[src/rtl/instr_fetch_unit_if.sv]
// Bundles the fetch stage's instruction-memory port and its issue port to the decode/control stage.
// master = fetch unit, slave = memory plus decode environment.
interface instr_fetch_unit_if;
    logic        imem_req;
    logic [31:0] imem_addr;
    logic [31:0] imem_rdata;
    logic        imem_valid;
    logic [31:0] instr;
    logic [6:0]  op;
    logic [31:0] pc;
    logic [31:0] pc_plus4;
    logic        instr_valid;
    logic        accept;
    logic        PCSrc;
    logic [31:0] imm_ext;
    logic        misaligned;

    modport master (
        output imem_req, imem_addr, instr, op, pc, pc_plus4, instr_valid, misaligned,
        input  imem_rdata, imem_valid, accept, PCSrc, imm_ext
    );

    modport slave (
        input  imem_req, imem_addr, instr, op, pc, pc_plus4, instr_valid, misaligned,
        output imem_rdata, imem_valid, accept, PCSrc, imm_ext
    );
endinterface

[src/rtl/instr_fetch_unit.sv]
// PC and instruction-fetch stage: fetches one word per instruction, issues it downstream,
// and redirects the PC on accept; a misaligned taken branch halts the stage until reset.
module instr_fetch_unit #(
    parameter logic [31:0] RESET_PC = 32'h0000_0000
) (
    input  logic                   clk,
    input  logic                   rst,
    instr_fetch_unit_if.master     bus
);

    localparam logic [31:0] NOP = 32'h0000_0013;

    typedef enum logic [1:0] {
        S_FETCH = 2'd0,
        S_ISSUE = 2'd1,
        S_HALT  = 2'd2
    } state_t;

    state_t      r_state;
    logic [31:0] r_pc;
    logic [31:0] r_instr;
    logic        r_misaligned;

    state_t      w_state_nxt;
    logic [31:0] w_pc_nxt;
    logic [31:0] w_instr_nxt;
    logic        w_misaligned_nxt;
    logic [31:0] w_target;

    // NOTE: sequential state uses non-blocking assignments so every register samples
    // pre-edge values; rst is checked first so it overrides any in-flight handshake.
    always_ff @(posedge clk) begin
        if (rst) begin
            r_state      <= S_FETCH;
            r_pc         <= RESET_PC;
            r_instr      <= NOP;
            r_misaligned <= 1'b0;
        end else begin
            r_state      <= w_state_nxt;
            r_pc         <= w_pc_nxt;
            r_instr      <= w_instr_nxt;
            r_misaligned <= w_misaligned_nxt;
        end
    end

    assign w_target = bus.PCSrc ? (r_pc + bus.imm_ext) : (r_pc + 32'd4);

    // NOTE: every signal gets a hold-value default before the case so no latch is inferred.
    always_comb begin
        w_state_nxt      = r_state;
        w_pc_nxt         = r_pc;
        w_instr_nxt      = r_instr;
        w_misaligned_nxt = r_misaligned;
        unique case (r_state)
            S_FETCH: begin
                if (bus.imem_valid) begin
                    w_instr_nxt = bus.imem_rdata;
                    w_state_nxt = S_ISSUE;
                end
            end
            S_ISSUE: begin
                if (bus.accept) begin
                    if (bus.PCSrc && (w_target[1:0] != 2'b00)) begin
                        w_misaligned_nxt = 1'b1;
                        w_state_nxt      = S_HALT;
                    end else begin
                        w_pc_nxt    = w_target;
                        w_state_nxt = S_FETCH;
                    end
                end
            end
            S_HALT: begin
                w_state_nxt = S_HALT;
            end
            default: begin
                w_state_nxt = S_FETCH;
            end
        endcase
    end

    // Handshake outputs decode registered state only, never the inputs.
    assign bus.imem_req    = (r_state == S_FETCH);
    assign bus.instr_valid = (r_state == S_ISSUE);
    assign bus.imem_addr   = r_pc;
    assign bus.pc          = r_pc;
    assign bus.pc_plus4    = r_pc + 32'd4;
    assign bus.instr       = r_instr;
    assign bus.op          = r_instr[6:0];
    assign bus.misaligned  = r_misaligned;

endmodule

[src/flat_wrapper.sv]
// flat-port wrapper written by rule: the top's interface ports become plain ports
module instr_fetch_unit_flat 
#(
    parameter logic [31:0] RESET_PC = 32'h0000_0000
)
  (clk, rst, bus_imem_req, bus_imem_addr, bus_instr, bus_op, bus_pc, bus_pc_plus4, bus_instr_valid, bus_misaligned, bus_imem_rdata, bus_imem_valid, bus_accept, bus_PCSrc, bus_imm_ext);
  instr_fetch_unit_if bus_i ();
  input  logic clk;
  input  logic rst;
  output wire logic [$bits(bus_i.imem_req)-1:0] bus_imem_req;
  output wire logic [$bits(bus_i.imem_addr)-1:0] bus_imem_addr;
  output wire logic [$bits(bus_i.instr)-1:0] bus_instr;
  output wire logic [$bits(bus_i.op)-1:0] bus_op;
  output wire logic [$bits(bus_i.pc)-1:0] bus_pc;
  output wire logic [$bits(bus_i.pc_plus4)-1:0] bus_pc_plus4;
  output wire logic [$bits(bus_i.instr_valid)-1:0] bus_instr_valid;
  output wire logic [$bits(bus_i.misaligned)-1:0] bus_misaligned;
  input wire logic [$bits(bus_i.imem_rdata)-1:0] bus_imem_rdata;
  input wire logic [$bits(bus_i.imem_valid)-1:0] bus_imem_valid;
  input wire logic [$bits(bus_i.accept)-1:0] bus_accept;
  input wire logic [$bits(bus_i.PCSrc)-1:0] bus_PCSrc;
  input wire logic [$bits(bus_i.imm_ext)-1:0] bus_imm_ext;
  assign bus_imem_req = bus_i.imem_req;
  assign bus_imem_addr = bus_i.imem_addr;
  assign bus_instr = bus_i.instr;
  assign bus_op = bus_i.op;
  assign bus_pc = bus_i.pc;
  assign bus_pc_plus4 = bus_i.pc_plus4;
  assign bus_instr_valid = bus_i.instr_valid;
  assign bus_misaligned = bus_i.misaligned;
  assign bus_i.imem_rdata = bus_imem_rdata;
  assign bus_i.imem_valid = bus_imem_valid;
  assign bus_i.accept = bus_accept;
  assign bus_i.PCSrc = bus_PCSrc;
  assign bus_i.imm_ext = bus_imm_ext;
  instr_fetch_unit #(.RESET_PC(RESET_PC)) u_core (.clk(clk), .rst(rst), .bus(bus_i));
endmodule
[config.mk]
export PLATFORM = sky130hd
export DESIGN_NAME = instr_fetch_unit_flat
export DESIGN_NICKNAME = d
export VERILOG_FILES = /design/src/rtl/instr_fetch_unit_if.sv /design/src/rtl/instr_fetch_unit.sv /design/src/flat_wrapper.sv
export SDC_FILE = /design/constraint.sdc
export NUM_CORES = 1
export LEC_CHECK = 0
export CAP_MARGIN = 20
export CORE_MARGIN = 4
export CORE_UTILIZATION = 48
export DETAILED_ROUTE_END_ITERATION = 10
export HOLD_SLACK_MARGIN = 0.03
export PLACE_DENSITY = 0.87
export SLEW_MARGIN = 20
export SYNTH_ARGS = -nofsm -noshare
export SYNTH_HDL_FRONTEND = slang
export SYNTH_SLANG_ARGS = --single-unit
[constraint.sdc]
create_clock -name clk -period 8.4 [get_ports clk]
set_clock_uncertainty 0.05 [all_clocks]
set_input_delay 1.68 -clock clk [delete_from_list [all_inputs] [get_ports clk]]
set_output_delay 1.68 -clock clk [all_outputs]
set_load 0.02 [all_outputs]
Word level (Yosys, flattened, before mapping)

Cells that the tools add are included.

Logic and storage cells: 23
Output and inout bits: 138
Input port bits: 69
Register bits after elaboration: 67

Mux-type cells: 5
Add/sub/neg operators: 2
Equal/unequal tests: 4
Reductions and logical operators: 7
Bitwise logic cells: 1

Operators by type and width:

| kind                                                  | count |
|---|---|
| adder 32 x 3 -> 32 bit, second input constant         | 1 |
| adder 32 bit                                          | 1 |
| two-way mux 32 bit                                    | 1 |
| two-way mux 2 bit                                     | 3 |
| case mux 2 bit (3 select lines)                       | 1 |
| AND reduction 3 bit                                   | 2 |
| inequality test 2 x 1 -> 1 bit, second input constant | 2 |
| AND reduction 2 bit                                   | 2 |
| == test 2 x 1 -> 1 bit, second input constant         | 1 |
| == test 2 bit, second input constant                  | 1 |
| logical NOT 2 bit                                     | 1 |
| nonzero test 2 bit                                    | 1 |
| logical AND 1 bit                                     | 1 |
| NOT 1 bit                                             | 1 |

Longest topological paths before layout

Depth after elaboration: 7
Gate-level depth with buffers: 11
Depth with buffers taken out: 10

Worst setup path after synthesis

No wires, ideal clock.

Path kind: input port to flip-flop
From: input port bus_imm_ext[0]
To: register u_core.r_pc[28] (netlist: u_core.bus.imem_addr[28])
Path slack: 4.598 ns
Stages on the path: 10
Library setup time: 0.079 ns
Data arrival time: 3.673 ns
Data required time: 8.271 ns
Cell sequence: ha_1 -> inv_1 -> fa_1 -> nor2b_4 -> o31a_1 -> o31a_1 -> o41ai_4 -> a211oi_1 -> or3_1 -> o211ai_1

Cells in the longest elaborated chain, start to end: 6

RTL lines:

| item                          | RTL line               | RTL |
|---|---|---|
| from (decl)                   | flat_wrapper.sv:22     | `input wire logic [$bits(bus_i.imm_ext)-1:0] bus_imm_ext;` |
| adder 32 bit (*)              | instr_fetch_unit.sv:46 | `assign w_target = bus.PCSrc ? (r_pc + bus.imm_ext) : (r_pc + 32'd4);` |
| two-way mux 32 bit (*)        | instr_fetch_unit.sv:46 |  |
| nonzero test 2 bit            | instr_fetch_unit.sv:63 | `if (bus.PCSrc && (w_target[1:0] != 2'b00)) begin` |
| logical AND 1 bit             | instr_fetch_unit.sv:63 |  |
| NOT 1 bit (no line)           | -                      |  |
| AND reduction 3 bit (no line) | -                      |  |
| to (signal assigned)          | instr_fetch_unit.sv:40 | `r_pc <= w_pc_nxt;` |
| to (decl)                     | instr_fetch_unit.sv:20 | `logic [31:0] r_pc;` |

Every way passes the cells marked *; elsewhere a longest branch is shown, timed or not.
A chain may end at the register's enable or synchronous reset.

Final worst setup path

From: register u_core.r_pc[2] (netlist: u_core.bus.imem_addr[2])
To: output port bus_pc_plus4[24]

Cells in the longest elaborated chain, start to end: 1

RTL lines:

| item                   | RTL line               | RTL |
|---|---|---|
| adder 32 x 3 -> 32 bit | instr_fetch_unit.sv:86 | `assign bus.pc_plus4 = r_pc + 32'd4;` |
| to (decl)              | flat_wrapper.sv:15     | `output wire logic [$bits(bus_i.pc_plus4)-1:0] bus_pc_plus4;` |

Every way passes these cells.

==> impl_metrics.env <==
export IMPL_outcome="finished, final reports clean"
export IMPL_pwr_share_clk_pct=37.0
export IMPL_avgSynthCellArea_um2=7.334
export IMPL_ir_drop_uv=87.55
export IMPL_min_delay_start="u_core.bus.instr[25]"
export IMPL_async_reset_ff_share_pct=0
export IMPL_hold_buffers=0
export IMPL_ctsResizeCount=0
export IMPL_vias=5904
export IMPL_grt_pass1_wl_mm=28.59
export IMPL_arrival_ns=3.05
export IMPL_die_w_um=112.4
export IMPL_fp_dieH_um=112.4
export IMPL_worst_setup_path_type="reg2out"
export IMPL_final_net_count=964
export IMPL_coreArea_um2=10460
export IMPL_grt_total_usage_pct=27.23
export IMPL_finalHoldViolCount=0
export IMPL_insertion_delay_ns=0.34
export IMPL_dieArea_um2=12640
export IMPL_reg2reg_depth=9
export IMPL_start_util_pct=50.05
export IMPL_required_ns=6.67
export IMPL_finalWorstSetupSlack_ns=3.623
export IMPL_endpoint_kind="primary output"
export IMPL_hold_path_endpoint="u_core.bus.instr[25]"
export IMPL_synth_largest_area_cell="dfxtp_1"
export IMPL_fmax_mhz=209.3
export IMPL_dpl_cell_area_um2=7054
export IMPL_tritoncts="done"
export IMPL_rrSetupSlack_ns=5.27
export IMPL_hpwlAfterDp_mm=14.23
export IMPL_area_growth_pct=39.07
export IMPL_io_pins=207
export IMPL_layout_commonest_cell="clkdlybuf4s50_1"
export IMPL_grt_pass1_vias=5595
export IMPL_tns_ns=0
export IMPL_drive_gt1_share_pct=2.884
export IMPL_layout_common_cells="clkdlybuf4s50_1, nand2_1, a21oi_1"
export IMPL_io_buffers=206
export IMPL_place_ws_ns=3.620
export IMPL_worst_pin_slew_ns=1.049
export IMPL_finalSetupViolCount=0
export IMPL_holdPathStages=2
export IMPL_cp_max_fo=11
export IMPL_ys_seq_elements=67
export IMPL_p_int_mw=0.5901
export IMPL_slew_headroom_pct=29.90
export IMPL_ys_warn_count=0
export IMPL_post_cts_buffers=0
export IMPL_leakage_nw=2.718
export IMPL_fin_crit_sh_pct=56.87
export IMPL_rows=37
export IMPL_worstReg2RegStart="u_core.bus.imem_addr[0]"
export IMPL_seq_area_frac_synth_pct=25.62
export IMPL_hp_class="reg2reg"
export IMPL_htree_levels=3
export IMPL_final_cell_area_um2=7282
export IMPL_grt_setup_unrepaired="false"
export IMPL_root_buffer="clkbuf_8"
export IMPL_clock_path_buffers=2
export IMPL_r2r_end="u_core.bus.imem_addr[31]"
export IMPL_antenna_cells=0
export IMPL_synth_cell_types=53
export IMPL_period_minus_slack_ns=4.777
export IMPL_syn_area_um2=5236
export IMPL_seq_area_um2=1341
export IMPL_synth_top_cell_area_share_pct=25.62
export IMPL_synthesis_nets=816
export IMPL_vias_per_cell=5.886
export IMPL_totalWireLength_mm=18.23
export IMPL_cp_start_kind="flip-flop"
export IMPL_drt_iter0_drc=691
export IMPL_worst_path_largest_cell_delay_ns=0.68
export IMPL_syn_inst=714
export IMPL_drc=0
export IMPL_combPwrFrac_pct=21.7
export IMPL_nFillCells=878
export IMPL_pwr_density_cell_nw_per_um2=113.2
export IMPL_sw_frac_of_total_pct=28.39
export IMPL_routedWlPerCell_um=18.17
export IMPL_synthTopCellsByArea="dfxtp_1, nand2_1, a21oi_1, ha_1, buf_4"
export IMPL_report_final_slew_viol_count=0
export IMPL_synth_ff_type="dfxtp_1"
export IMPL_grt_antenna_before_repair=0
export IMPL_p_switching_mw=0.2339
export IMPL_path_clk_slew_ns=0.08
export IMPL_drv_cap=0
export IMPL_slowest_stage="clkdlybuf4s50_1"
export IMPL_numCtsBuffers=9
export IMPL_p_seq_share_pct=41.3
export IMPL_gp_congestion=0.9444
export IMPL_grt_max_degree=70
export IMPL_multiInputGateArea_um2=3431
export IMPL_synth_edf_count=0
export IMPL_final_antenna_net_count=0
export IMPL_crit_chain="ha_1, nand2_1, nor4_1, nand4_1, xnor2_1, clkdlybuf4s50_1"
export IMPL_grt_overflow=0
export IMPL_clock_sinks=67
export IMPL_firstDrtPassIters=5
## final cells by class
cell class,count,area share (%)
Multi-Input combinational cell,565,47.11
Tap cell,136,2.337
Clock buffer,10,1.890
Clock inverter,6,1.220
Inverter,11,0.5670
Sequential cell,67,18.42
Timing Repair Buffer,208,28.45
## through the flow
| stage | utilization (%) | instances | hold WS, ns | total power, mW |
|---|---|---|---|---|
| global route | 69.60 | 1003 | 0.4289 | 0.8517 |
| detailed placement | 67.42 | 987 | 0.3970 | 0.5247 |
| global placement | 67.42 | 987 | 0.3909 | 0.5207 |
| floorplan | - | 714 | 0.4797 | 0.4418 |
| finish | 69.60 | 1003 | 0.4052 | 0.8240 |
| CTS | 69.59 | 1003 | 0.4084 | 0.8231 |
## metal layers
layer / up-vias / part of all wire [%] / GRT usage (%)
met5: - / 0 / 0
met4: 0 / 3.1 / 9.615
met3: 57 / 8.1 / 5.283
met2: 319 / 47 / 46.21
met1: 2709 / 41 / 34.42
li1: 2819 / - / -
## cell usage after synthesis (2+ instances only)
cell type and instances:
nand4_1 11, nand2_1 127, xor2_1 25, and3_1 12, a31oi_1 4, o21ai_0 30
o31ai_1 3, nor2_1 44, a22oi_1 5, buf_4 41, and2_1 3, xnor2_1 30
o31a_1 3, a21oi_1 90, nor2b_1 8, nor4_1 6, a21o_1 17, inv_1 11
o22ai_1 17, o21a_1 5, nand3b_1 4, a211oi_1 4, nor3b_1 2, dfxtp_1 67
nand2b_1 5, and4_1 3, o21bai_1 4, o311ai_0 2, a21boi_0 4, clkbuf_1 26
nand3_1 19, a2111oi_0 2, nor3_1 21, ha_1 32, buf_2 2, o211ai_1 3
a222oi_1 6
## logic make-up after synthesis
| kind of cell | after synthesis | synth area share [%] |
|---|---|---|
| flops | 67 | 25.62 |
| fa+ha+maj | 33 | 8.029 |
| simple gates | 269 | 23.63 |
| buf+inv | 82 | 8.889 |
| xor+xnor | 55 | 9.199 |
| compound gates | 208 | 24.64 |
## critical path, delay by kind of cell, from the launching register on
| family | cells | cell delay (ns) |
|---|---|---|
| adders and majority gates | 1 | 0.34 |
| buffers and inverters | 1 | 0.68 |
| xor gates and xnor gates | 1 | 0.33 |
| DFF | 1 | 0.57 |
| and+or+nand+nor | 3 | 0.79 |
## registers in the layout (all words and copies together) (netlist names)
| register | flops |
|---|---|
| u_core.bus.misaligned | 1 |
| u_core.bus.imem_addr | 32 |
| u_core.bus.instr | 32 |
| u_core.r_state | 2 |
## power groups by stage
stage,Sequential (mW),Combinational [mW],Clock (mW)
floorplan,0.359,0.0825,0
global placement,0.346,0.174,0
detailed placement,0.347,0.177,0
CTS,0.340,0.179,0.304
global route,0.342,0.192,0.318
finish,0.340,0.179,0.305
## how the worst max path moves through the flow
stage | slack [ns] | end | startpoint | cells past startpoint
CTS | 3.65 | bus_pc_plus4[24] | u_core.bus.imem_addr[2] | 6
floorplan | 4.60 | u_core.bus.imem_addr[28] | bus_imm_ext[0] | 10
finish | 3.62 | bus_pc_plus4[24] | u_core.bus.imem_addr[2] | 6
detailed placement | 3.62 | u_core.bus.imem_addr[31] | bus_imm_ext[0] | 10
global placement | 3.69 | u_core.bus.imem_addr[31] | bus_imm_ext[0] | 10
global route | 3.45 | bus_pc_plus4[24] | u_core.bus.imem_addr[2] | 6
Power figures use the tool's default switching activity.
